**src/rtl/subleq_stream_mux.sv**
```systemverilog
// Registered N-to-1 stream multiplexer with valid/ready on every channel.
// External-select (MODE 0) or round-robin (MODE 1) arbitration feeding one output register.
module subleq_stream_mux #(
  parameter int WIDTH = 8,
  parameter int N_IN  = 2,
  parameter int SEL_W = 1,
  parameter int MODE  = 0
) (
  input  logic                    clk,
  input  logic                    rst_n,
  input  logic [N_IN*WIDTH-1:0]   in_data,
  input  logic [N_IN-1:0]         in_valid,
  output logic [N_IN-1:0]         in_ready,
  input  logic [SEL_W-1:0]        sel,
  output logic [WIDTH-1:0]        out_data,
  output logic                    out_valid,
  input  logic                    out_ready,
  output logic [SEL_W-1:0]        out_src
);

  localparam int SEL_W_EXP = ($clog2(N_IN) < 1) ? 1 : $clog2(N_IN);

  if (N_IN < 2 || N_IN > 16) begin : g_bad_n_in
    $error("subleq_stream_mux: N_IN must be in 2..16");
  end
  if (SEL_W != SEL_W_EXP) begin : g_bad_sel_w
    $error("subleq_stream_mux: SEL_W must equal clog2(N_IN), minimum 1");
  end
  if (MODE != 0 && MODE != 1) begin : g_bad_mode
    $error("subleq_stream_mux: MODE must be 0 or 1");
  end

  logic [WIDTH-1:0] data_q, data_d;
  logic [SEL_W-1:0] src_q, src_d;
  logic [SEL_W-1:0] ptr_q, ptr_d;
  logic             valid_q, valid_d;

  logic             load_en;
  logic             grant_valid;
  logic [SEL_W-1:0] g;
  logic [WIDTH-1:0] g_data;
  logic             capture;

  // The output register can take a new word when empty or when it drains this cycle.
  assign load_en = !valid_q || out_ready;

  always_comb begin : grant_sel
    int idx;
    idx         = 0;
    g           = '0;
    grant_valid = 1'b0;
    if (MODE == 0) begin
      g           = sel;
      grant_valid = (int'(sel) < N_IN);
    end else begin
      // Scan downward so the lowest offset from ptr (the nearest valid channel) wins.
      for (int k = N_IN - 1; k >= 0; k--) begin
        idx = int'(ptr_q) + k;
        if (idx >= N_IN) idx = idx - N_IN;
        if (in_valid[idx]) begin
          g           = SEL_W'(idx);
          grant_valid = 1'b1;
        end
      end
    end
  end

  always_comb begin : grant_data
    g_data = '0;
    for (int i = 0; i < N_IN; i++) begin
      if (g == SEL_W'(i)) g_data = in_data[i*WIDTH +: WIDTH];
    end
  end

  always_comb begin : ready_gen
    in_ready = '0;
    for (int i = 0; i < N_IN; i++) begin
      in_ready[i] = rst_n && load_en && grant_valid && (g == SEL_W'(i));
    end
  end

  assign capture = |(in_ready & in_valid);

  always_comb begin : next_state
    data_d  = data_q;
    src_d   = src_q;
    valid_d = valid_q;
    ptr_d   = ptr_q;
    if (capture) begin
      data_d  = g_data;
      src_d   = g;
      valid_d = 1'b1;
      if (MODE != 0) begin
        ptr_d = (int'(g) == N_IN - 1) ? '0 : g + SEL_W'(1);
      end
    end else if (valid_q && out_ready) begin
      valid_d = 1'b0;
    end
  end

  always_ff @(posedge clk) begin
    if (!rst_n) begin
      data_q  <= '0;
      src_q   <= '0;
      valid_q <= 1'b0;
      ptr_q   <= '0;
    end else begin
      data_q  <= data_d;
      src_q   <= src_d;
      valid_q <= valid_d;
      ptr_q   <= ptr_d;
    end
  end

  assign out_data  = data_q;
  assign out_src   = src_q;
  assign out_valid = valid_q;

endmodule

```
**config.mk**
```make
export PLATFORM = sky130hd
export DESIGN_NAME = subleq_stream_mux
export DESIGN_NICKNAME = d
export VERILOG_FILES = /design/src/rtl/subleq_stream_mux.sv
export SDC_FILE = /design/constraint.sdc
export NUM_CORES = 1
export LEC_CHECK = 0
export ABC_CLOCK_PERIOD_IN_PS = 2700
export CAP_MARGIN = 30
export CORE_AREA = 5 5 42 44
export CTS_CLUSTER_DIAMETER = 120
export DETAILED_ROUTE_END_ITERATION = 10
export DIE_AREA = 0 0 47 49
export DONT_BUFFER_PORTS = 1
export PLACE_DENSITY = 0.59
export SLEW_MARGIN = 20
export SYNTH_ARGS = -nofsm -noshare
export SYNTH_HDL_FRONTEND = slang
export SYNTH_SLANG_ARGS = --single-unit
```
**constraint.sdc**
```tcl
create_clock -name clk -period 2.7 [get_ports clk]
set_input_delay 0.54 -clock clk [delete_from_list [all_inputs] [get_ports clk]]
set_output_delay 0.54 -clock clk [all_outputs]
set_load 0.1 [all_outputs]
```
**Yosys cells after proc, flatten, opt, wreduce, memory -nomap -nowiden**

Cells that the tools add are included.

- Flip-flop bits (word level): 10
- Latch bits: 0
- RAM bits: 0
- Bits in read-only memories: 0
- Bits of input ports: 22
- Output and inout port bits: 12
- Logic and storage cells: 16
- Memories: 0

- $add $sub $neg: 0
- Multipliers: 0
- Div/mod/pow operators: 0
- Order comparisons: 0
- Equal/unequal tests: 0
- Shift-type cells: 0
- Mux-type cells: 3
- Bitwise logic cells: 2
- Reductions and logical operators: 8

Operators with widths:

| kind | number |
|---|---|
| 8-bit two-way mux | 1 |
| 1-bit logical AND | 4 |
| 2-bit bitwise AND | 1 |
| 1-bit two-way mux | 2 |
| 2-bit nonzero test | 1 |
| 2-bit OR reduction | 1 |
| 1-bit logical NOT | 1 |
| 1-bit logical OR | 1 |
| 1-bit inverter | 1 |

**Logic depth before layout (Yosys ltp)**

- Depth after elaboration: 7
- Depth in mapped cells: 4
- Mapped depth without buffers: 3

**Worst setup path before layout**

Ideal clock, no wire load.

- Kind: register -> output
- From: register valid_q (netlist: out_valid)
- To: output port in_ready[0]
- Arrival time: 2.283 ns
- Required time: 2.160 ns
- Setup slack: -0.123 ns
- Cell stages (with the launch flop): 4
- Path buffers: 0
- Path through: dfxtp_1 -> nand2b_1 -> nand2_1 -> nor2_1

- Word-level cells in the longest chain between the ends: 4

Ends and longest elaborated chain:

| element | RTL line | source |
|---|---|---|
| from (decl) | 36 | `logic valid_q, valid_d;` |
| from (signal assigned) | 110 | `valid_q <= valid_d;` |
| 1-bit logical NOT | 45 | `assign load_en = !valid_q \|\| out_ready;` |
| 1-bit logical OR | 45 |  |
| 1-bit logical AND (2 in a row) | 78 | `in_ready[i] = rst_n && load_en && grant_valid && (g == SEL_W'(i));` |
| to (decl) | 13 | `output logic [N_IN-1:0] in_ready,` |

Every way passes these cells.

**Final worst setup path**

- From: register data_q[6] (netlist: out_data[6])
- To: output port out_data[6]

RTL lines:

| element | RTL line | source |
|---|---|---|
| from (decl) | 33 | `logic [WIDTH-1:0] data_q, data_d;` |
| from (signal assigned) | 108 | `data_q <= data_d;` |
| to (decl) | 15 | `output logic [WIDTH-1:0] out_data,` |

No word-level cell between the ends.

==> flow_metrics.tcl <==
set metrics [dict create \
    ys_ff_latch 10 \
    netlist_instances 48 \
    cp-start-kind "flip-flop" \
    wl_per_cell_um 15.4 \
    core_area_um2 1400 \
    slew_viol_final 0 \
    fillers 150 \
    syn2layout_area_growth_pct 12.1 \
    drive_gt1_share_pct 17.3 \
    final_nets 76 \
    finalHoldViolations 0 \
    tightest_slew_ps 982 \
    finalWirelength_mm 1.05 \
    p_leak_nw 0.267 \
    setup_viol 0 \
    drc 0 \
    layout_common_cells "mux2i_1, dfxtp_1, nand2_1, buf_4, clkbuf_4" \
    grt_overflow 0 \
    dp_slack_ps 950 \
    grt_setup_unrepaired "no" \
    numPortBuffers 0 \
    clock_skew_ps 2.07 \
    cap_viol_max_count 0 \
    gp_congestion 0.565 \
    cts_tree "built" \
    die_h_um 49 \
    fp.dieW_um 47 \
    insertion_delay_ps 260 \
    mostFrequentLayoutCell "mux2i_1" \
    syn_avg_cell_area_um2 9.88 \
    fin_area_um2 532 \
    fp.dieArea_um2 2300 \
    ys_seq_area_share_pct 42.2 \
    diodes 0 \
    cts-buffers-inserted 3 \
    crit_required_ps 2160 \
    outcome "finished, final reports clean" \
    cts_buffer_depth 2 \
    setup_slack_ps 933 \
    end_kind "output port" \
    gr-usage-all-layers_pct 10.4 \
    post-route-min-period_ps 1770 \
    slew_headroom_pct 34.4 \
    p_per_area_nw_per_um2 787 \
    ctsRootBufferMaster "clkbuf_4" \
    hold_buffers 0 \
    drtIter0Drc 3 \
    grt_max_degree 13 \
    htreeDepth 1 \
    grt_pass1_vias 386 \
    hp-class "in -> reg" \
    ioPinCount 34 \
    clk_pin_slew_ps 70 \
    cts_resized 0 \
    ant_nets 0 \
    placed_cell_area_um2 509 \
    synth_cell_types 15 \
    rows 14 \
    via_per_inst 5.19 \
    cts_setup_buffers 0 \
    dr.pass1.iters 2 \
    syn-num-nets 70 \
    vdd_drop_max_mv 0.283 \
    worstPathArrival_ps 1230 \
    grt_pass1_wl_mm 1.74 \
    initial_core_util_pct 33.8 \
    antenna_found_initial 0 \
    synth_area_um2 474 \
    crit_type "reg -> out" \
    period_share_pct 65.4 \
    timing.fmax_mhz 566 \
    critPathMaxFanout 2 \
    cts_sinks 10 \
    dp_hpwl_um 805 \
    synth_warnings 0 \
    vias 353 \
]
-- cells in the mapped netlist --
| master | count | area, um2 |
|---|---|---|
| mux2_1 | 1 | 11.3 |
| dfxtp_1 | 10 | 200 |
| nand3_1 | 1 | 5.00 |
| mux2i_1 | 16 | 160 |
| a21oi_1 | 1 | 5.00 |
| a21boi_1 | 1 | 7.51 |
| buf_2 | 1 | 5.00 |
| clkbuf_1 | 1 | 3.75 |
| o21ai_0 | 1 | 5.00 |
| nand2_1 | 9 | 33.8 |
| nor2_1 | 2 | 7.51 |
| nand2b_1 | 1 | 6.26 |
| buf_6 | 1 | 11.3 |
| a311oi_1 | 1 | 8.76 |
| inv_1 | 1 | 3.75 |
-- power breakdown --
part           switching (mW)  internal [mW]  total, mW
Sequential             0.0940          0.161      0.255
Combinational          0.0408         0.0227     0.0635
Clock                  0.0486         0.0514      0.100
-- stage by stage --
step / instances / util [%] / power, mW / TNS [ps] / hold WS (ps)
after global routing: 68 / 37.9 / 0.442 / 0 / 385
after detailed placement: 65 / 36.3 / 0.323 / 0 / 588
after global placement: 65 / 36.3 / 0.321 / 0 / 567
after CTS: 68 / 37.9 / 0.425 / 0 / 387
after floorplan: 48 / - / 0.317 / -245 / 653
final: 68 / 37.9 / 0.419 / 0 / 393
-- state kept, by name, summed over array words and instances, names as in the netlist --
signal,cells
out_data,8
out_src,1
out_valid,1
-- per-layer routing --
metal / track usage [%] / wire length, um
met5: 0 / 0
met4: 5.53 / 6
met3: 3.69 / 114
met2: 16.5 / 505
met1: 11.4 / 423
-- cell type report --
type	count	area (um2)	share of cell area (%)
clock buffers	3	22.5	4.24
inverters	1	3.75	0.706
multi-input cells	34	255	48.0
flip-flops and latches	10	200	37.6
well taps	16	20.0	3.76
repair buffers	4	30.0	5.65
-- cell families after synthesis --
logic type,synth area share (%)
multiplexers,36.1
AND/OR/NAND/NOR,11.1
flip-flops,42.2
AO/OA/AOI/OAI,5.54
buffers and inverters,5.01
-- final timing paths --
path | from | to | slack [ps] | depth (start not counted)
worst min register to register | out_valid | out_valid | 590 | 2
worst max-delay path | out_data[6] | out_data[6] | 930 | 0
worst max register to register | out_data[1] | out_data[1] | 1400 | 2
worst min-delay path | in_valid[0] | out_src | 390 | 1
(Power assumes the default switching activity.)
